<file path="src/rtl/fpu_fsgnjn.sv">
// Purpose: binary32 sign injection (FSGNJ/FSGNJN/FSGNJX); result is buffered in a 2-entry output FIFO.
// Latency: a result appears one cycle after acceptance. It never bypasses the buffer combinationally.
// Backpressure: in_ready = buffer not full, from registered state only. Two results are held while out_ready is low.
//
// Ports:
//   clk, rst            rising-edge clock, asynchronous active-high reset
//   in_valid/in_ready   request handshake carrying x1 (magnitude source), x2 (sign source), op
//   op                  00 FSGNJ, 01 FSGNJN, 10 FSGNJX, 11 FSGNJN
//   out_valid/out_ready result handshake; y is the buffer head

module fpu_fsgnjn_fifo2 #(
  parameter int W = 32
) (
  input  logic         clk,
  input  logic         rst,
  input  logic         push_vld,
  input  logic [W-1:0] push_dat,
  input  logic         pop_rdy,
  output logic [W-1:0] pop_dat,
  output logic         full,
  output logic         empty
);
  // Two-entry circular buffer. Each pointer is a single bit that toggles.
  logic [W-1:0] mem [2];
  logic         wr_ptr;
  logic         rd_ptr;
  logic [1:0]   count;
  logic         do_push;
  logic         do_pop;

  assign full    = (count == 2'd2);
  assign empty   = (count == 2'd0);
  assign do_push = push_vld && !full;
  assign do_pop  = pop_rdy && !empty;
  assign pop_dat = mem[rd_ptr];

  always_ff @(posedge clk or posedge rst) begin
    if (rst) begin
      mem[0] <= '0;
      mem[1] <= '0;
      wr_ptr <= 1'b0;
      rd_ptr <= 1'b0;
      count  <= 2'd0;
    end else begin
      if (do_push) begin
        mem[wr_ptr] <= push_dat;
        wr_ptr      <= ~wr_ptr;
      end
      if (do_pop) begin
        rd_ptr <= ~rd_ptr;
      end
      // A push and a pop in the same cycle leave the occupancy unchanged.
      case ({do_push, do_pop})
        2'b10:   count <= count + 2'd1;
        2'b01:   count <= count - 2'd1;
        default: count <= count;
      endcase
    end
  end
endmodule

module fpu_fsgnjn (
  input  logic        clk,
  input  logic        rst,
  input  logic        in_valid,
  output logic        in_ready,
  input  logic [31:0] x1,
  input  logic [31:0] x2,
  input  logic [1:0]  op,
  output logic        out_valid,
  input  logic        out_ready,
  output logic [31:0] y
);
  typedef struct packed {
    logic        sign;
    logic [30:0] mag;
  } fp32_t;

  fp32_t res;
  logic  full;
  logic  empty;
  logic  push;
  logic  pop;

  // Only bit 31 of x2 affects the result. This reduction keeps x2's
  // magnitude bits visibly consumed.
  logic  x2_mag_unused;
  assign x2_mag_unused = ^x2[30:0];

  // Pure bit manipulation. -0 and NaN operands keep their raw sign bit, and NaN payloads pass through unchanged.
  always_comb begin
    res.mag  = x1[30:0];
    res.sign = ~x2[31];
    case (op)
      2'b00:   res.sign = x2[31];
      2'b10:   res.sign = x1[31] ^ x2[31];
      default: res.sign = ~x2[31];
    endcase
  end

  assign in_ready  = !full;
  assign out_valid = !empty;
  assign push      = in_valid && in_ready;
  assign pop       = out_valid && out_ready;

  fpu_fsgnjn_fifo2 #(.W(32)) u_obuf (
    .clk      (clk),
    .rst      (rst),
    .push_vld (push),
    .push_dat (res),
    .pop_rdy  (pop),
    .pop_dat  (y),
    .full     (full),
    .empty    (empty)
  );
endmodule

</file>
<file path="config.mk">
export PLATFORM = sky130hd
export DESIGN_NAME = fpu_fsgnjn
export DESIGN_NICKNAME = d
export VERILOG_FILES = /design/src/rtl/fpu_fsgnjn.sv
export SDC_FILE = /design/constraint.sdc
export NUM_CORES = 1
export LEC_CHECK = 0
export ABC_CLOCK_PERIOD_IN_PS = 2000
export CAP_MARGIN = 5
export CORE_MARGIN = 1.5
export CORE_UTILIZATION = 35
export DETAILED_ROUTE_END_ITERATION = 6
export PLACE_DENSITY = 0.78
export REMOVE_ABC_BUFFERS = 1
export SYNTH_ARGS = -nofsm -noshare
export SYNTH_HDL_FRONTEND = slang
export SYNTH_SLANG_ARGS = --single-unit
</file>
<file path="constraint.sdc">
create_clock -name clk -period 2 [get_ports clk]
set_clock_uncertainty 0.15 [all_clocks]
set_input_delay 0.3 -clock clk [delete_from_list [all_inputs] [get_ports clk]]
set_output_delay 0.3 -clock clk [all_outputs]
set_load 0.05 [all_outputs]
</file>
==> reports/results.ini <==
[global_routing]
grt_max_degree = 69
grt_pass1_wl_um = 10600
grt_pass1_vias = 2051
grt.busiest_layer = met2
grt_util_all_layers = 0.138
gr-usage-met1 = 0.176
use_met3 = 0.0292
grt-ovfl-total = 0
grtUsageMet2 = 0.230
antenna_found_initial = 0

[logic_synthesis]
yosysTopAreaCell = dfrtp_1
synthFlopType = dfrtp_1
async_flop_share = 1.00
synth_top_area_share = 0.516
yosysUniqueCellTypes = 19
synth_edf_count = 0
ys_warn_count = 0
syn_area_per_cell_um2 = 17.2
yosysSeqAreaShare = 0.516
ys_seq_elements = 68
synth_area_leaders = dfrtp_1 52%, mux2_4 27%, mux2_2 12%, buf_12 3.6%, xnor2_1 1.1%
synth_area_um2 = 3300
netlist_instances = 192

[sta]
worst_pin_slew_ps = 358
drv_slew = 0
final.period_utilization = 0.977
rsz0062_at_grt = yes
timing.final.setup_violations = 0
fmax_mhz = 512
max-slew-margin-rel = 0.761
finalSetupTns_ps = 0
hold_viol_final = 0
fin_crit_ps = 1950

[place]
io_buffers = 72
dpl.hpwl_um = 4200
place_congestion = 0.691

[worst_setup_path]
critPathMaxStageDelay_ps = 430
critPathArrivalTime_ps = 1500
cp-start-kind = register
crit_type = reg -> out
cp-end-kind = output pin
cp_common_cell = buf_12
cp_max_fo = 17
cpMaxStageDelayCell = dfrtp_1
crit_chain = buf_12, mux2_2, buf_12
crit_required_ps = 1550

[clocking]
cts_root_buffer = clkbuf_8
htree_levels = 3
worstSkewPairLatency_ps = 330
clock-sinks = 68
cts_setup_buffers = 0
clock_path_buffers = 2
cts_inserted_buffers = 9
cts_tree = done
clk_pin_slew_worst_paths_ps = 80

[route]
drtAntennaViolNets = 0
routed_wl_um = 6290
dr_total_vias = 1831
drc = 0
first_iter_violations = 41
wl_per_cell_um = 16.3
routed_via_density = 4.74
dr.pass1.iters = 4

[outcome]
status = complete, no violations

[worst_hold_path]
min_path_type = in -> async

[floorplan]
std_cell_rows = 35
core_area_um2 = 9200
dieWidth_um = 100
die_h_um = 100
initial_core_util = 0.359
ioPinCount = 104
die-area_um2 = 10000

[job]
cap_violations = 0

[finish]
area_growth_pct = 42.1
final_nets = 341
diodes = 0
drive_above_1_share = 0.575

[routing by layer]
layer / vias up / routed length, µm
met5: - / 0
met4: 0 / 95
li1: 830 / -
met3: 9 / 228
met1: 945 / 2910
met2: 47 / 3060
[path summary, 6_finish.rpt]
kind	from	end	slack, ps	cells after the start
setup reg to reg	u_obuf.count[0]$_DFFE_PP0P_	u_obuf.count[1]$_DFFE_PP0P_	230	5
max in group asynchronous	rst	u_obuf.mem[59]$_DFFE_PP0P_	1210	3
min in group clk	u_obuf.wr_ptr$_DFFE_PP0P_	u_obuf.wr_ptr$_DFFE_PP0P_	350	1
hold reg to reg	u_obuf.wr_ptr$_DFFE_PP0P_	u_obuf.wr_ptr$_DFFE_PP0P_	350	1
hold / removal	rst	u_obuf.mem[35]$_DFFE_PP0P_	210	3
setup / recovery	u_obuf.rd_ptr$_DFFE_PP0P_	y[30]	50	3
[cell usage in the layout (no fill, tap or decap)]
| cell | count |
|---|---|
| dfrtp_1 | 68 |
| mux2_4 | 60 |
| buf_12 | 39 |
| clkdlybuf4s50_1 | 38 |
| mux2_2 | 36 |
| clkbuf_8 | 11 |
| xnor2_1 | 4 |
| xor2_1 | 2 |
| bufinv_16 | 2 |
| buf_4 | 2 |
| nand2b_4 | 1 |
| and3b_2 | 1 |
| and3_4 | 1 |
| or2_2 | 1 |
| and2_1 | 1 |
| nand2_1 | 1 |
| inv_2 | 1 |
| nor2_1 | 1 |
| a21oi_1 | 1 |
| ha_1 | 1 |
| inv_6 | 1 |
| clkinv_4 | 1 |
| clkinv_2 | 1 |
[what timing repair did]
action | CTS | global route
hold buffers | 0 | 0
endpoints found under the setup margin | 15 | 15
resized for setup | 1 | 2
pin swaps | 0 | 0
[worst max-delay path, delay by kind of cell (launching register included)]
family | cells | cell delay [ps]
muxes | 1 | 380
DFF | 1 | 430
buffers and inverters | 2 | 350
[layout make-up]
cell class	count	area (µm²)
clock buffers	11	151
flip-flops and latches	68	1700
well taps	111	139
fillers	788	4510
repair buffers	79	1180
inverters	1	3.75
multi-input cells	111	1430
clock inverters	5	82.6
[per-stage QoR]
stage                     area, µm²  utilization  setup slack (ps)  std cells  hold WS (ps)
after floorplan                3140            -              -602        180           298
after CTS                      4680        0.509              14.3        386           211
final                          4690        0.510              46.3        386           211
after detailed placement       4440        0.483              94.5        370           334
after global routing           4690        0.510             -7.45        386           235
after global placement         4440        0.483               105        370           324
[logic make-up after synthesis]
kind of cell,share of synthesized area
adder cells (fa/ha/maj),0.00379
AO/OA/AOI/OAI,0.00152
flip-flops,0.516
multiplexers,0.396
buffers and inverters,0.0501
XOR/XNOR,0.0159
AND/OR/NAND/NOR,0.0163
[sequential cells by signal, summed over array words and instances, names as in the netlist]
name	cells
u_obuf.wr_ptr	1
u_obuf.rd_ptr	1
u_obuf.mem	64
u_obuf.count	2
[synthesized netlist by cell type (2+ instances only)]
library cell / number
xor2_1: 2
mux2_2: 36
dfrtp_1: 68
mux2_4: 60
buf_6: 2
buf_12: 6
xnor2_1: 4
buf_2: 3
Power is left out: the tool's default activity adds up to more than one toggle a clock period on the data nets, which glitch-free logic cannot reach.
